$ cat src/rtl/plugboard.sv
// Steckerbrett stage: reciprocal letter-swap table with 1-cycle registered data path,
// checked pair-load handshake and 26-cycle clear sweep. Optional macro: PLUGBOARD_LOWERCASE_EN.
module plugboard #(
  parameter int unsigned NUM_LETTERS = 26,
  parameter logic [7:0]  BASE_CHAR   = 8'h41,
  parameter int unsigned MAX_PAIRS   = 13
) (
  input  logic       clk,
  input  logic       reset_n,
  input  logic       clear,
  input  logic       cfg_valid,
  input  logic [7:0] cfg_a,
  input  logic [7:0] cfg_b,
  output logic       cfg_ready,
  output logic       cfg_err,
  output logic [3:0] pair_count,
  output logic       busy,
  input  logic       valid,
  input  logic [7:0] din,
  output logic [7:0] dout,
  output logic       done
);

  localparam logic [7:0] NL8      = 8'(NUM_LETTERS);
  localparam logic [3:0] MAXP     = 4'(MAX_PAIRS);
  localparam logic [4:0] LAST_IDX = 5'(NUM_LETTERS - 1);

  typedef enum logic [1:0] {S_IDLE, S_CHECK, S_COMMIT, S_CLEAR} state_t;

  // Returns {in_range, index}; index is forced to 0 when out of range so table reads stay in bounds.
  function automatic logic [5:0] decode(input logic [7:0] ch);
    logic [7:0] c;
    logic [7:0] diff;
    logic       ok;
    c = ch;
`ifdef PLUGBOARD_LOWERCASE_EN
    if (ch >= 8'h61 && ch <= 8'h7A) c = ch - 8'h20;
`endif
    diff = c - BASE_CHAR;
    ok   = diff < NL8;
    return {ok, ok ? diff[4:0] : 5'd0};
  endfunction

  state_t     state_q, state_d;
  logic [4:0] table_q [NUM_LETTERS];
  logic [4:0] sweep_q, sweep_d;
  logic [4:0] a_q, a_d, b_q, b_d;
  logic       aok_q, aok_d, bok_q, bok_d;
  logic [3:0] cnt_q, cnt_d;
  logic       err_q, err_d;
  logic [7:0] dout_q;
  logic       done_q;

  logic [5:0] din_dec, a_dec, b_dec;
  logic       reject, commit_en, sweep_en;

  assign din_dec = decode(din);
  assign a_dec   = decode(cfg_a);
  assign b_dec   = decode(cfg_b);

  assign reject = !aok_q || !bok_q || (a_q == b_q) ||
                  (table_q[a_q] != a_q) || (table_q[b_q] != b_q) || (cnt_q == MAXP);

  assign commit_en = (state_q == S_COMMIT) && !clear;
  assign sweep_en  = (state_q == S_CLEAR) && !clear;

  always_comb begin
    state_d = state_q;
    sweep_d = sweep_q;
    a_d     = a_q;
    b_d     = b_q;
    aok_d   = aok_q;
    bok_d   = bok_q;
    cnt_d   = cnt_q;
    err_d   = err_q;
    case (state_q)
      S_IDLE: begin
        if (cfg_valid) begin
          a_d     = a_dec[4:0];
          b_d     = b_dec[4:0];
          aok_d   = a_dec[5];
          bok_d   = b_dec[5];
          err_d   = 1'b0;
          state_d = S_CHECK;
        end
      end
      S_CHECK: begin
        if (reject) begin
          err_d   = 1'b1;
          state_d = S_IDLE;
        end else begin
          state_d = S_COMMIT;
        end
      end
      S_COMMIT: begin
        cnt_d   = cnt_q + 4'd1;
        state_d = S_IDLE;
      end
      S_CLEAR: begin
        sweep_d = sweep_q + 5'd1;
        if (sweep_q == LAST_IDX) begin
          cnt_d   = '0;
          err_d   = 1'b0;
          state_d = S_IDLE;
        end
      end
      default: state_d = S_IDLE;
    endcase
    // clear overrides every other transition and discards any pending pair
    if (clear) begin
      state_d = S_CLEAR;
      sweep_d = '0;
      cnt_d   = cnt_q;
      err_d   = err_q;
    end
  end

  always_ff @(posedge clk or negedge reset_n) begin
    if (!reset_n) begin
      state_q <= S_IDLE;
      sweep_q <= '0;
      a_q     <= '0;
      b_q     <= '0;
      aok_q   <= 1'b0;
      bok_q   <= 1'b0;
      cnt_q   <= '0;
      err_q   <= 1'b0;
    end else begin
      state_q <= state_d;
      sweep_q <= sweep_d;
      a_q     <= a_d;
      b_q     <= b_d;
      aok_q   <= aok_d;
      bok_q   <= bok_d;
      cnt_q   <= cnt_d;
      err_q   <= err_d;
    end
  end

  always_ff @(posedge clk or negedge reset_n) begin
    if (!reset_n) begin
      for (int unsigned i = 0; i < NUM_LETTERS; i++) table_q[i] <= 5'(i);
    end else if (commit_en) begin
      table_q[a_q] <= b_q;
      table_q[b_q] <= a_q;
    end else if (sweep_en) begin
      table_q[sweep_q] <= sweep_q;
    end
  end

  // During the sweep the table is partially rewritten, so in-range data bypasses it.
  always_ff @(posedge clk or negedge reset_n) begin
    if (!reset_n) begin
      dout_q <= '0;
      done_q <= 1'b0;
    end else begin
      done_q <= valid;
      if (valid) begin
        if (din_dec[5]) begin
          if (state_q == S_CLEAR) dout_q <= BASE_CHAR + {3'b000, din_dec[4:0]};
          else                    dout_q <= BASE_CHAR + {3'b000, table_q[din_dec[4:0]]};
        end else begin
          dout_q <= din;
        end
      end
    end
  end

  assign cfg_ready  = (state_q == S_IDLE);
  assign busy       = (state_q != S_IDLE);
  assign cfg_err    = err_q;
  assign pair_count = cnt_q;
  assign dout       = dout_q;
  assign done       = done_q;

endmodule

$ cat config.mk
export PLATFORM = sky130hd
export DESIGN_NAME = plugboard
export DESIGN_NICKNAME = d
export VERILOG_FILES = /design/src/rtl/plugboard.sv
export SDC_FILE = /design/constraint.sdc
export NUM_CORES = 1
export LEC_CHECK = 0
export ABC_CLOCK_PERIOD_IN_PS = 4900
export CAP_MARGIN = 5
export CELL_PAD_IN_SITES_DETAIL_PLACEMENT = 0
export CELL_PAD_IN_SITES_GLOBAL_PLACEMENT = 1
export CORE_MARGIN = 8
export CORE_UTILIZATION = 51
export CTS_BUF_LIST = sky130_fd_sc_hd__clkbuf_4 sky130_fd_sc_hd__clkbuf_8
export DETAILED_ROUTE_END_ITERATION = 6
export PLACE_DENSITY_LB_ADDON = 0.15
export RECOVER_POWER = 100
export SLEW_MARGIN = 40
export SYNTH_ARGS = -nofsm -noshare
export SYNTH_HDL_FRONTEND = slang
export SYNTH_SLANG_ARGS = --single-unit
$ cat constraint.sdc
create_clock -name clk -period 4.9 [get_ports clk]
set_clock_uncertainty 0.05 [all_clocks]
set_input_delay 0.98 -clock clk [delete_from_list [all_inputs] [get_ports clk]]
set_output_delay 0.98 -clock clk [all_outputs]
set_load 0.01 [all_outputs]
==> summary.md, run 1 <==
The post-route fraction of the period consumed by the critical path was 0.906; the final hold slack was 0.444 ns. For the number of nets produced by synthesis, the log shows 1529. The largest net degree at the start of global routing was 96.

The core outline area is 25800 um^2. The cell count after synthesis came out at 1486. The worst slew margin relative to its limit is -1.33, and the proportion of power drawn by flip-flops and latches is 0.425. Worst-case clock buffer depth: 2. The count of buffers added by post-CTS timing repair for setup was 0.

The tools report the number of search-and-repair iterations in the first detailed-routing pass as 6. The floorplan step defined a die boundary enclosing 31500 um^2. Multiplexer fraction of the synthesized cell area: 0.160. The clock reaches the later pin of the worst-skew pair after 0.49 ns.

The met3 wire length was 6120 um. 45 I/O pins were placed. Mean instance size in the synthesized netlist: 8.95 um^2. Max-cap violations in this run came to 2.

The critical path starts at b_q[1]. The TritonCTS buffer count was 17. The sequential area share after synthesis is 0.312. The proportion of total power due to net switching works out to 0.432. In the final layout, the multi-input gates occupy 8430 um^2. Setup repair after global routing left no endpoint under its margin. The clock network fraction of design power is 0.196.

Along the worst path, the maximum fanout reaches 35. The layout has 2400 filler cells. The complex-gate fraction of the synthesized area came out at 0.285. The checks that failed: max-capacitance violations, max-slew violations. The via total after detailed routing came out at 13300. Parity-gate share of the synthesized area counting xor and xnor cells: 0.0176.

Summed over all layers, the routed wires come to 53500 um. The area overhead of the layout relative to synthesis is 9.75%. Number of placement rows: 59.

The worst register-to-register path ends at cfg_err. The post-synthesis sequential element count came out at 163. For the number of max-slew violations in the final report, the log shows 101. Combinational family with the most area after synthesis: compound AO/OA/AOI/OAI gates.

In this run the tool buffered the top-level ports with 44 buffer cells. After routing, the total negative slack on setup checks comes to 0 ns. The first global-routing pass estimated 81300 um of wire. In this run the most critical hold path is launched from bok_q. For the finished layout, the period the worst path requires is 4.44 ns. The share of async-settable or async-resettable flops after synthesis was 1.00. The tools report the startpoint of the worst register-to-register path as b_q[1]. STA classifies the critical path endpoint as a flip-flop.

The slew at the pin closest to its max-slew limit is 3.49 ns, and the weighted congestion at the end of routability-driven global placement is 1.02. In this run the power spent charging and discharging nets is 0.00244 W. Path depth of the worst reg2reg path: 8. The wire-length estimate of the detail-placed layout is 37700 um.

By area the synthesized netlist is led by dfrtp_1, dfstp_2, mux4_2, a22oi_1, nand2_1. Predominant post-synthesis flop cell: dfrtp_1. For this block, the initial DRC count from the detailed router was 2016. The worst hold path terminates at bok_q. In this run the number of H-tree levels came out at 4.

The initial core utilization is 0.515. For the overall global routing resource usage, the log shows 0.340. The quantity of hold-fixing buffers added after cts is 0. The tools report the critical path launch point type as a flip-flop.

Once detail routing completed, the nets flagged for antenna violations numbered 0. The worst setup path is of the reg2reg kind. The top cell type's share of synthesized area is 0.199. Cell-internal power: 0.00320 W. Counting distinct cell types in the post-synthesis netlist gives 88. After clock tree synthesis, the clock-pin slew on the worst setup and hold paths is 0.12 ns.

The detailed router put a total of 21300 um of wire on met1. The basic-gate share of the synthesized area counting and, or, nand and nor cells is 0.158, and the cell area power density is 386 nW/um^2. The worst-case IR drop observed on VDD is 247 uV.

For the data required time at the worst endpoint, the log shows 5.24 ns. The share of total power in combinational logic is 0.379. The top cell type by total area after synthesis is dfrtp_1. Final number of hold-violating endpoints: 0.

For the initial antenna violation count, the log shows 2. The analysis attributes to cell leakage a power of 5.18 nW. Routed signal wires occupy layers up through met4. The fraction of layout instances using a drive strength above 1 works out to 0.169. The tools report the sequential cell area as 4160 um^2. The worst hold path depth was 2; the number of cells upsized or downsized after cts was 0. The tools report the clock root buffer as clkbuf_8. For the arrival time reported for the critical path endpoint, the log shows 4.78 ns. TritonCTS built the clock tree. The arithmetic-cell share of the synthesized area counting full adders, half adders and majority gates is 0.0132, and the reg-to-reg setup timing slack is 0.46 ns. Using the TritonRoute via totals, the vias-per-cell ratio works out to 7.21.

The routed wire length per instance was 29.1 um; the horizontal die dimension was 177 um. Path class of the lowest-slack min-delay path: reg2reg. Yosys mapped a number of flops with a built-in enable equal to 0.

Yosys printed 0 warnings. Summed over all nets, wire length on met2 after detailed routing comes to 23000 um. The total standard cell area after synthesis was 13300 um^2; the post-detailed-route DRC marker count was 0. The via count of the first global-routing pass was 12500; the count of clock tree sinks was 163. The count of nets after finishing is 1533, and the count of final setup violators is 0. In the layout the commonest cells are nand2_1, o21ai_0, nor2_1.

Summed over all layers, the global routing overflow is 0. In this run the vertical extent of the chip is 177 um. The flow ran to the end, but the final reports show violations. Static timing analysis puts the maximum clock frequency at 225 MHz. The library cell used most frequently in the layout, excluding fill and tap cells, is nand2_1.
-- worst max-delay path by stage --
stage | end | cells after the start | slack [ns]
floorplan | dout[3] | 14 | 0.68
global placement | dout[3] | 10 | 0.34
detailed placement | dout[3] | 11 | 0.38
CTS | dout[3] | 11 | 0.87
global route | dout[3] | 12 | 0.33
finish | cfg_err | 8 | 0.46
-- final cells by class --
class / count / share of cell area
multi-input combinational: 1155 / 0.578
sequential: 163 / 0.285
timing repair buffer: 111 / 0.0674
tap: 335 / 0.0287
clock buffer: 17 / 0.0160
clock inverter: 15 / 0.0142
inverter: 42 / 0.0108
antenna: 1 / 0.000171
-- flip-flops by register name, summed over array words and instances, names as in the netlist --
register / cells
aok_q: 1
pair_count: 4
sweep_q: 5
bok_q: 1
done: 1
a_q: 5
table_q: 130
b_q: 5
cfg_err: 1
state_q: 2
dout: 8
-- synthesized netlist by cell type (11+ instances only) --
cell type,instances
dfrtp_1,106
o221ai_1,22
ha_1,14
o22ai_1,25
buf_2,18
mux4_2,62
a22oi_1,98
mux2i_1,28
nor2b_1,19
mux2_2,12
xnor2_1,14
o21ai_0,128
a21oi_1,74
inv_1,41
dfstp_2,57
o22a_1,30
nand3_1,33
o31ai_1,19
a221oi_1,29
nand2b_1,11
nand2_1,178
a211oi_1,15
nor2_1,117
mux4_1,12
nor3_1,44
o21a_1,19
buf_1,15
a31oi_1,15
clkbuf_1,79
-- critical path, stage by stage, from the launching register on --
cell	delay [ns]
dfrtp_2	1.03
mux4_1	0.74
mux4_2	0.50
a211o_1	0.31
or4_1	0.55
a311oi_1	0.69
a21oi_1	0.20
mux2i_1	0.18
nand2_1	0.06
-- per-stage QoR --
stage	std cells	total power (W)	setup WS [ns]	instance area, um^2	utilization
after floorplan	1486	0.00352	0.682	13300	-
after global placement	1806	0.00442	0.345	14200	0.550
after detailed placement	1806	0.00447	0.376	14200	0.551
after CTS	1838	0.00557	0.866	14700	0.568
after global routing	1839	0.00586	0.327	14600	0.565
final	1839	0.00564	0.462	14600	0.565
-- kinds of logic (layout without fill, tap and decap cells) --
family / Yosys count / in the layout
multiplexers: 114 / 114
AO/OA/AOI/OAI: 546 / 546
adder cells (fa/ha/maj): 14 / 14
XOR/XNOR: 25 / 25
other: 0 / 1
AND/OR/NAND/NOR: 456 / 456
buffers and inverters: 168 / 185
flip-flops: 163 / 163
-- metal layers --
| layer | global-route usage | vias to the layer above |
|---|---|---|
| met2 | 0.500 | 922 |
| met1 | 0.460 | 6425 |
| met5 | 0 | - |
| met3 | 0.0872 | 173 |
| met4 | 0.169 | 0 |
| li1 | - | 5747 |
-- power by group through the flow --
stage / Sequential, W / Combinational (W) / Clock, W
final: 0.00240 / 0.00214 / 0.00111
after global routing: 0.00242 / 0.00227 / 0.00117
after CTS: 0.00235 / 0.00210 / 0.00112
after detailed placement: 0.00238 / 0.00209 / 0
after global placement: 0.00235 / 0.00207 / 0
after floorplan: 0.00207 / 0.00145 / 0
No activity file was read; power rests on OpenSTA's default activity.
==> run 2, diff against run 1 <==
--- a/config.mk
+++ b/config.mk
@@ -5,7 +5,7 @@
 export SDC_FILE = /design/constraint.sdc
 export NUM_CORES = 1
 export LEC_CHECK = 0
-export ABC_CLOCK_PERIOD_IN_PS = 4900
+export ABC_CLOCK_PERIOD_IN_PS = 5600
 export CAP_MARGIN = 5
 export CELL_PAD_IN_SITES_DETAIL_PLACEMENT = 0
 export CELL_PAD_IN_SITES_GLOBAL_PLACEMENT = 1
==> constraint.sdc (replaced) <==
create_clock -name clk -period 5.6 [get_ports clk]
set_clock_uncertainty 0.05 [all_clocks]
set_input_delay 1.12 -clock clk [delete_from_list [all_inputs] [get_ports clk]]
set_output_delay 1.12 -clock clk [all_outputs]
set_load 0.01 [all_outputs]
==> run 2 against run 1 <==
Critical path depth up 2. Routed wire length fell by 1.4%. Setup slack better by 0.097 ns. Clock power fell by 17%. Critical path type unchanged. Largest cell class unchanged. The flow finishes with violations (design-rule violations, max-capacitance violations, max-slew violations). Cell count fell by 0.82%. Highest routed layer unchanged. Via count rose by 0.92%. Combinational power shrank 15%. Power down 14%.
==> summary.md, run 2 (synthesis gave the netlist of run 1 again) <==
Summed over all cells, the static leakage comes to 5.10 nW. The final routed wirelength across all metal layers was 52800 um. The tools report the share of total power in combinational logic as 0.374.

The worst setup path is of the reg2reg kind. Number of flip-flops under the largest register name: 130. The worst-case clock buffer depth is 2.

CTS built an H-tree with a depth of 4. The count of final setup violators was 0; the via-per-instance ratio was 7.34. The fraction of layout instances using a drive strength above 1 works out to 0.159. For the final design utilization, the log shows 0.559. The count of nets after finishing was 1518. The I/O pin total was 45; the number of search-and-repair iterations in the first detailed-routing pass was 7.

The overall global routing resource usage was 0.337. The worst slew margin relative to its limit is -1.27, and the largest driver fanout on the critical path is 29. The switching power summed over all nets is 0.00210 W, and the cell-internal power is 0.00274 W.

The hold path startpoint was aok_q. The tools report the half-perimeter wire length after placement as 37300 um. table_q holds more flip-flops than any other register. For the worst setup path, the data required time is 5.93 ns. The horizontal die dimension works out to 177 um. The worst setup path is launched from a flip-flop. Setup repair after global routing left no endpoint under its margin. Proportion of power drawn by flip-flops and latches: 0.435. Clock tree synthesis found a total of 163 sinks.

The area growth from synthesis to layout is 8.63%. The initial core utilization is 0.515. The run finished, with violations left. At the later pin of the worst-skew pair, clock insertion delay measures 0.49 ns.

Fill cells in the final layout number 2433. Total non-filler cell area in the finished layout: 14400 um^2. For the largest net degree at the start of global routing, the log shows 104. Gates resized during post-CTS repair numbered 0. The tool flagged a number of max-cap violations equal to 3.

Tracing the worst setup path back leads to its startpoint at a_q[0]. The floorplan has 59 rows. The final number of hold-violating endpoints is 0.

The worst setup path is captured at a flip-flop. At the worst endpoint, the arrival time is 5.37 ns. The most common library cell in the layout ignoring fill and taps was nand2_1. For this run, design rule violations remaining after detail routing come to 26.

Power spread over the standard cell area amounts to 335 nW/um^2. After clock tree synthesis, the flow added hold-fix buffers numbering 0. The total overflow left after global routing is 0.

The core region is 25800 um^2. The final reports fail on design-rule violations, max-capacitance violations, max-slew violations. The worst register-to-register path begins at a_q[0].

The post-route fraction of the period consumed by the critical path was 0.900; the initial DRC count was 2036. For the fmax, the log shows 198 MHz. Measured along the y axis, the die boundary spans 177 um. The proportion of total power due to net switching was 0.433; the final critical path time including I/O delays and setup was 5.04 ns. In the layout the commonest cells are nand2_1, o21ai_0, nor2_1. The clock network fraction of design power was 0.191; the weighted congestion at the end of routability-driven global placement was 0.970.

Once placement finished, the instance area stood at 14100 um^2. The setup TNS after final layout is 0 ns. The run gives 1 as the initial antenna violation count. The slew at the pin closest to its max-slew limit was 3.41 ns. Prior to clock tree synthesis, the placed netlist has a worst setup slack of 0.372 ns. In this run the clock root is driven by a clkbuf_8.

In this run the post-CTS setup repair buffer count came out at 0. The first global-routing pass estimated 80800 um of wire. The TritonCTS buffer count came out at 17. The die covers 31500 um^2. The worst hold path belongs to the class reg2reg. TritonCTS built the clock tree.

For the via total after detailed routing, the log shows 13400. Dividing the detail-routed wire length by the instance count gives 28.9 um. Least setup slack across all paths after layout: 0.560 ns.

The tools report the worst voltage drop across the vdd grid as 199 uV. The tools report the number of max-slew violations in the final report as 118. After clock tree synthesis, the clock-pin slew on the worst setup and hold paths is 0.12 ns.

The detail route stage leaves a number of antenna-violating nets equal to 0. The via count of the first global-routing pass was 12600; the number of input and output port buffers inserted was 44.
## run 2: cell types whose count changed in the layout (fill, tap and decap cells not counted), moves of 3 or more
cell / before / now
buf_4: 53 / 41
a211oi_1: 16 / 19
a211oi_2: 3 / 0
buf_12: 6 / 3
dfrtp_2: 5 / 2
## run 2: final timing paths
path	end	slack, ns	cells past startpoint
worst min-delay path	aok_q	0.45	2
max in group asynchronous	table_q[81]	1.82	1
worst max register to register	cfg_err	0.56	10
worst min register to register	aok_q	0.45	2
worst max-delay path	cfg_err	0.56	10
min in group asynchronous	table_q[127]	1.73	1
## run 2: critical path, cell delays in order, from the launching register on
cell	delay (ns)
dfrtp_1	1.38
clkbuf_1	0.73
mux4_2	0.40
and2_1	0.17
a2111oi_1	0.60
mux2i_1	0.14
or4_1	0.55
a311oi_2	0.48
a21oi_1	0.16
mux2i_1	0.17
nand2_1	0.07
## run 2: cell type report
class,instances,area [um^2],share of cell area
multi-input cells,1155,8470,0.586
inverters,42,158,0.0109
diodes,1,2.50,0.000173
clock buffers,17,234,0.0162
repair buffers,96,827,0.0572
clock inverters,15,180,0.0125
well taps,335,419,0.0290
flip-flops and latches,163,4160,0.288
## run 2: per-stage QoR
stage	std cells	hold WS (ns)	power [W]
after global placement	1790	0.415	0.00382
after CTS	1822	0.450	0.00478
after floorplan	1486	0.397	0.00308
after detailed placement	1790	0.419	0.00386
final	1824	0.446	0.00484
after global routing	1823	0.473	0.00504
## run 2: power groups by stage
stage / sequential, W / clock [W] / combinational [W]
2_1_floorplan: 0.00181 / 0 / 0.00127
3_5_place_dp: 0.00209 / 0 / 0.00176
5_1_grt: 0.00212 / 0.000985 / 0.00193
6_report: 0.00211 / 0.000925 / 0.00181
3_3_place_gp: 0.00208 / 0 / 0.00175
4_1_cts: 0.00207 / 0.000933 / 0.00177
## run 2: metal layers
metal | up-vias | GRT usage | wire length, um
met5 | - | 0 | 0
met4 | 0 | 0.150 | 2720
met3 | 185 | 0.0836 | 6440
met2 | 955 | 0.500 | 23000
met1 | 6523 | 0.460 | 20600
li1 | 5726 | - | -
